File: config.mk
export PLATFORM = sky130hd
export DESIGN_NAME = char_hp_tracker
export DESIGN_NICKNAME = d
export VERILOG_FILES = /design/src/rtl/char_hp_tracker.sv
export SDC_FILE = /design/constraint.sdc
export NUM_CORES = 1
export LEC_CHECK = 0
export ABC_AREA = 1
export BUFFER_PORTS_ARGS = -buffer_cell sky130_fd_sc_hd__buf_2
export CORE_ASPECT_RATIO = 0.9
export CORE_MARGIN = 5
export CORE_UTILIZATION = 60
export DETAILED_ROUTE_END_ITERATION = 12
export GPL_ROUTABILITY_DRIVEN = 0
export HOLD_SLACK_MARGIN = 0.06
export PLACE_DENSITY = 0.93
export SLEW_MARGIN = 40
export SYNTH_ARGS = -nofsm -noshare
export SYNTH_HDL_FRONTEND = slang
export SYNTH_SLANG_ARGS = --single-unit
File: constraint.sdc
create_clock -name clk -period 5 [get_ports clk]
set_clock_uncertainty 0.1 [all_clocks]
set_input_delay 0.75 -clock clk [delete_from_list [all_inputs] [get_ports clk]]
set_output_delay 0.75 -clock clk [all_outputs]
set_load 0.01 [all_outputs]
File: src/rtl/char_hp_tracker.sv
// Player hit-point tracker: loads class HP, applies damage, runs invulnerability/blink, flags death.
// Optional HP regeneration is built only when CHAR_HP_REGEN_EN is defined.
module char_hp_tracker #(
    parameter int MAX_HP        = 10,
    parameter int INVULN_FRAMES = 60,
    parameter int BLINK_SHIFT   = 2,
    parameter int REGEN_FRAMES  = 300
) (
    input  logic       clk,
    input  logic       rst,
    input  logic [1:0] game_active,
    input  logic [1:0] char_class,
    input  logic [3:0] char_hp,
    input  logic       frame_tick,
    input  logic       dmg_valid,
    input  logic [3:0] dmg_amount,
    output logic [3:0] hp_cur,
    output logic       player_dead,
    output logic       invuln,
    output logic       hit_pulse,
    output logic       char_visible
);

    localparam int              INV_W    = $clog2(INVULN_FRAMES + 1);
    localparam int              BLK_W    = BLINK_SHIFT + 1;
    localparam logic [3:0]      HP_CAP   = 4'(MAX_HP);
    localparam logic [INV_W-1:0] INV_LOAD = INV_W'(INVULN_FRAMES);

    // HP is a 4-bit quantity; reject configurations that cannot be represented.
    if (MAX_HP < 1 || MAX_HP > 15 || INVULN_FRAMES < 1 || BLINK_SHIFT < 0 || REGEN_FRAMES < 1) begin : g_bad_params
        $error("char_hp_tracker: parameter out of range");
    end

    typedef enum logic [1:0] {IDLE, ALIVE, INVULN, DEAD} state_t;

    state_t           state;
    logic [INV_W-1:0] inv_cnt;
    logic [BLK_W-1:0] blink_cnt;
    logic [BLK_W-1:0] blink_next;
    logic [3:0]       load_hp;
    logic [4:0]       dmg_diff;
    logic [3:0]       hp_after_hit;

`ifdef CHAR_HP_REGEN_EN
    localparam int               REG_W     = $clog2(REGEN_FRAMES + 1);
    localparam logic [REG_W-1:0] REG_LIMIT = REG_W'(REGEN_FRAMES);

    logic [REG_W-1:0] regen_cnt;
    logic [REG_W-1:0] regen_next;
    logic [3:0]       hp_max;

    assign regen_next = regen_cnt + 1'b1;
`endif

    assign load_hp      = (char_hp > HP_CAP) ? HP_CAP : char_hp;
    // A borrow out of the 5-bit difference means the hit exceeded the remaining HP.
    assign dmg_diff     = {1'b0, hp_cur} - {1'b0, dmg_amount};
    assign hp_after_hit = dmg_diff[4] ? 4'd0 : dmg_diff[3:0];
    assign blink_next   = blink_cnt + 1'b1;

    always_ff @(posedge clk) begin
        if (rst || game_active == 2'd0) begin
            state        <= IDLE;
            hp_cur       <= 4'd0;
            player_dead  <= 1'b0;
            invuln       <= 1'b0;
            hit_pulse    <= 1'b0;
            char_visible <= 1'b1;
            inv_cnt      <= '0;
            blink_cnt    <= '0;
`ifdef CHAR_HP_REGEN_EN
            regen_cnt    <= '0;
            hp_max       <= 4'd0;
`endif
        end else if (game_active[1]) begin
            // Frozen (game over / paused): everything holds, only the pulse retires.
            hit_pulse <= 1'b0;
        end else begin
            hit_pulse <= 1'b0;
            case (state)
                IDLE: begin
                    if (char_class != 2'd0) begin
                        hp_cur <= load_hp;
`ifdef CHAR_HP_REGEN_EN
                        hp_max <= load_hp;
`endif
                        if (load_hp == 4'd0) begin
                            state       <= DEAD;
                            player_dead <= 1'b1;
                        end else begin
                            state <= ALIVE;
                        end
                    end
                end

                ALIVE: begin
                    if (dmg_valid) begin
                        // A simultaneous frame_tick is swallowed by the full reload below.
                        hp_cur    <= hp_after_hit;
                        hit_pulse <= 1'b1;
`ifdef CHAR_HP_REGEN_EN
                        regen_cnt <= '0;
`endif
                        if (hp_after_hit == 4'd0) begin
                            state       <= DEAD;
                            player_dead <= 1'b1;
                        end else begin
                            state        <= INVULN;
                            invuln       <= 1'b1;
                            inv_cnt      <= INV_LOAD;
                            blink_cnt    <= '0;
                            char_visible <= 1'b1;
                        end
                    end
`ifdef CHAR_HP_REGEN_EN
                    else if (frame_tick) begin
                        if (regen_next == REG_LIMIT) begin
                            regen_cnt <= '0;
                            if (hp_cur < hp_max) begin
                                hp_cur <= hp_cur + 4'd1;
                            end
                        end else begin
                            regen_cnt <= regen_next;
                        end
                    end
`endif
                end

                INVULN: begin
                    if (frame_tick) begin
                        inv_cnt   <= inv_cnt - 1'b1;
                        blink_cnt <= blink_next;
                        if (inv_cnt == INV_W'(1)) begin
                            state        <= ALIVE;
                            invuln       <= 1'b0;
                            char_visible <= 1'b1;
                        end else begin
                            char_visible <= ~blink_next[BLINK_SHIFT];
                        end
                    end
                end

                DEAD: begin
                    hp_cur      <= 4'd0;
                    player_dead <= 1'b1;
                end

                default: state <= IDLE;
            endcase
        end
    end

endmodule

==> results.ini <==
[status]
status=complete, no violations

[setup_path]
critPathArrivalTime_ns=2.56
r2r_end=blink_cnt[1]
r2r-start=hp_cur[0]
path_class=input pin to flip-flop
endpoint_kind=flip-flop
cp-start-kind=input pin
reg2reg_depth=14
cp_cell_sequence=buf_2, ha_1, inv_1, fa_1, inv_1, nor2_4, nor2_4, nor2_2, nor2_4, nand3_4, nand2_2, inv_2, nor2_1, nor2_1
cp-startpoint=dmg_amount[0]
worst_path_most_repeated_cell=nor2_4
crit_required_ns=5.12
slowest_delay_ns=0.39
reg2reg_slack_ns=2.69
cp_slowest_cell=fa_1
critPathMaxFanout=13

[timing]
finalCritPeriodShare_pct=48.9
holdWs_ns=0.377
tns_ns=0
setup_viol=0
tightest_slew_ns=0.438
report.final.slew_viol_count=0
hold_viol=0
slew_headroom_pct=70.8
min_period_ns=2.44
rsz0062_at_grt=no
setup_ws_ns=2.56
max_freq_ghz=0.409

[global_route]
grt_pass1_wl_mm=5.24
grt_start_max_net_pins=18
grt_overflow_total=0
grt_pass1_vias=1262
antenna_found_initial=0
track_usage_pct=19.0

[yosys]
synth-seq-cells=19
yosysMostFrequentCell=nand2_1
synth_top_cell_by_area=dfxtp_1
ys_top_cells_by_area=dfxtp_1 (27%), ha_1 (10%), nand2_1 (10%)
ys_types=32
synthTopCellsByCount=nand2_1 (40), nor2_1 (35), inv_1 (26)
async_flop_share_pct=0
synth_enable_flop_cells=0
syn_area_per_cell_sq_um=6.97
ys.flop_type=dfxtp_1
synth_top_area_share_pct=26.5
ys_seq_area_share_pct=26.5
synth_cells=206
synth_nets=235
ys_warn_count=0
netlist_area_sq_mm=0.00144

[finish]
finalNetCount=259
drive_gt1_share_pct=23.1
multi_input_area_sq_um=897
seqCellArea_sq_um=380
n_antenna_cell=0
fill_cells=203
area_growth_pct=9.42

[cts]
numCtsBuffers=3
post_cts_buffers=0
holdBufCountCts=0
insertion_delay_ns=0.31
cts-root-buf=clkbuf_4
cts_tree=done
cts_sinks=19
clkSlewWorstSetupHoldPaths_ns=0.12
postCtsResizedCells=0
htree_num_levels=1
clockBufferDepth=2

[routing]
ant_nets=0
num_vias=1345
drt_iter0_drc=48
drc=0
wl_per_cell_microns=11.9
wl_mm=3.04
vias_per_cell=5.25
firstDrtPassIters=4

[hold_path]
min-delay-start=player_dead
hold-path-cell-count=2
holdPathEnd=player_dead
hp-class=flip-flop to flip-flop

[floorplan]
dieWidth_microns=61.6
core_sq_mm=0.00222
initial_core_util_pct=64.6
num_rows=16
ios=24
fp.dieH_microns=56.4
dieArea_sq_mm=0.00347

[power_and_ir_drop]
p_per_area_mw_per_mm2=255
p_leak_nw=0.773
ir_worst_vdd_mv=0.202
report.power.total_mw=0.401

[placement]
port_buffers=23
pre_cts_slack_ns=2.22
dp_hpwl_mm=2.40

[run]
maxCapViolCount=0

[routing by layer]
metal  up-vias  wire, microns  part of all wire [%]  GRT usage, %
met5         -              0                     0             0
met4         0             60                   2.0          6.06
met3         7            129                   4.2          2.29
met2        34           1480                    49          30.9
met1       596           1360                    45          25.4
li1        708              -                     -             -
[area by class of cell]
cell class	instances	area share (%)
Inverter	29	6.93
Sequential cell	19	24.2
Timing Repair Buffer	24	7.81
Clock inverter	1	0.319
Multi-Input combinational cell	153	57.1
Clock buffer	3	1.43
Tap cell	27	2.15
[cells by family after synthesis]
family,Yosys count,share of synthesized area (%)
flip-flops,19,26.5
AND/OR/NAND/NOR,116,40.5
XOR/XNOR,2,1.22
adder cells (fa/ha/maj),13,11.9
AO/OA/AOI/OAI,22,8.89
buffers and inverters,34,11.0
[stage by stage]
stage / area, sq um / util (%) / cells
3_3_place_gp: 1540 / 69.4 / 252
2_1_floorplan: 1440 / - / 206
4_1_cts: 1570 / 70.7 / 256
6_report: 1570 / 70.7 / 256
3_5_place_dp: 1540 / 69.4 / 252
5_1_grt: 1570 / 70.7 / 256
[sequential cells by signal, summed over array words and instances, names as in the netlist]
signal and cells:
blink_cnt 3, invuln 1, hp_cur 4, inv_cnt 6
state 2, player_dead 1, char_visible 1, hit_pulse 1
[worst max path at each step]
stage | end | depth (start not counted)
floorplan | char_visible | 12
global placement | blink_cnt[0] | 14
detailed placement | blink_cnt[1] | 14
CTS | blink_cnt[1] | 14
global route | inv_cnt[3] | 14
finish | blink_cnt[1] | 14
[critical path, delay by kind of cell]
family                     cells  cell delay (ns)
and+or+nand+nor                8             0.92
adders and majority gates      2             0.52
buffers and inverters          4             0.36
[cells in the final DEF, fill, tap and decap left out]
cell / instances
nand2_1: 40
nor2_4: 3
nand3_1: 11
nand3b_1: 1
nor2_1: 35
nor2_2: 1
nand2_2: 4
nand4_1: 2
or2_2: 2
dfxtp_1: 19
clkbuf_4: 3
xor2_1: 2
nor4_1: 1
nand3_2: 9
ha_1: 12
o31ai_1: 1
nor3_1: 4
fa_1: 1
buf_2: 23
clkinv_2: 1
inv_1: 26
nor3b_1: 1
a21oi_1: 9
nand3_4: 1
o21a_1: 1
or2_1: 1
o21ai_0: 7
inv_2: 3
a21oi_2: 2
o221ai_1: 1
buf_4: 1
a31oi_1: 1
[report_power, final]
group          switching [mW]  internal (mW)  total (mW)
logic                  0.0932         0.0532       0.146
clock network          0.0518         0.0299      0.0817
registers             0.00987          0.163       0.173
total                   0.155          0.246       0.401
Power figures use the tool's default switching activity.
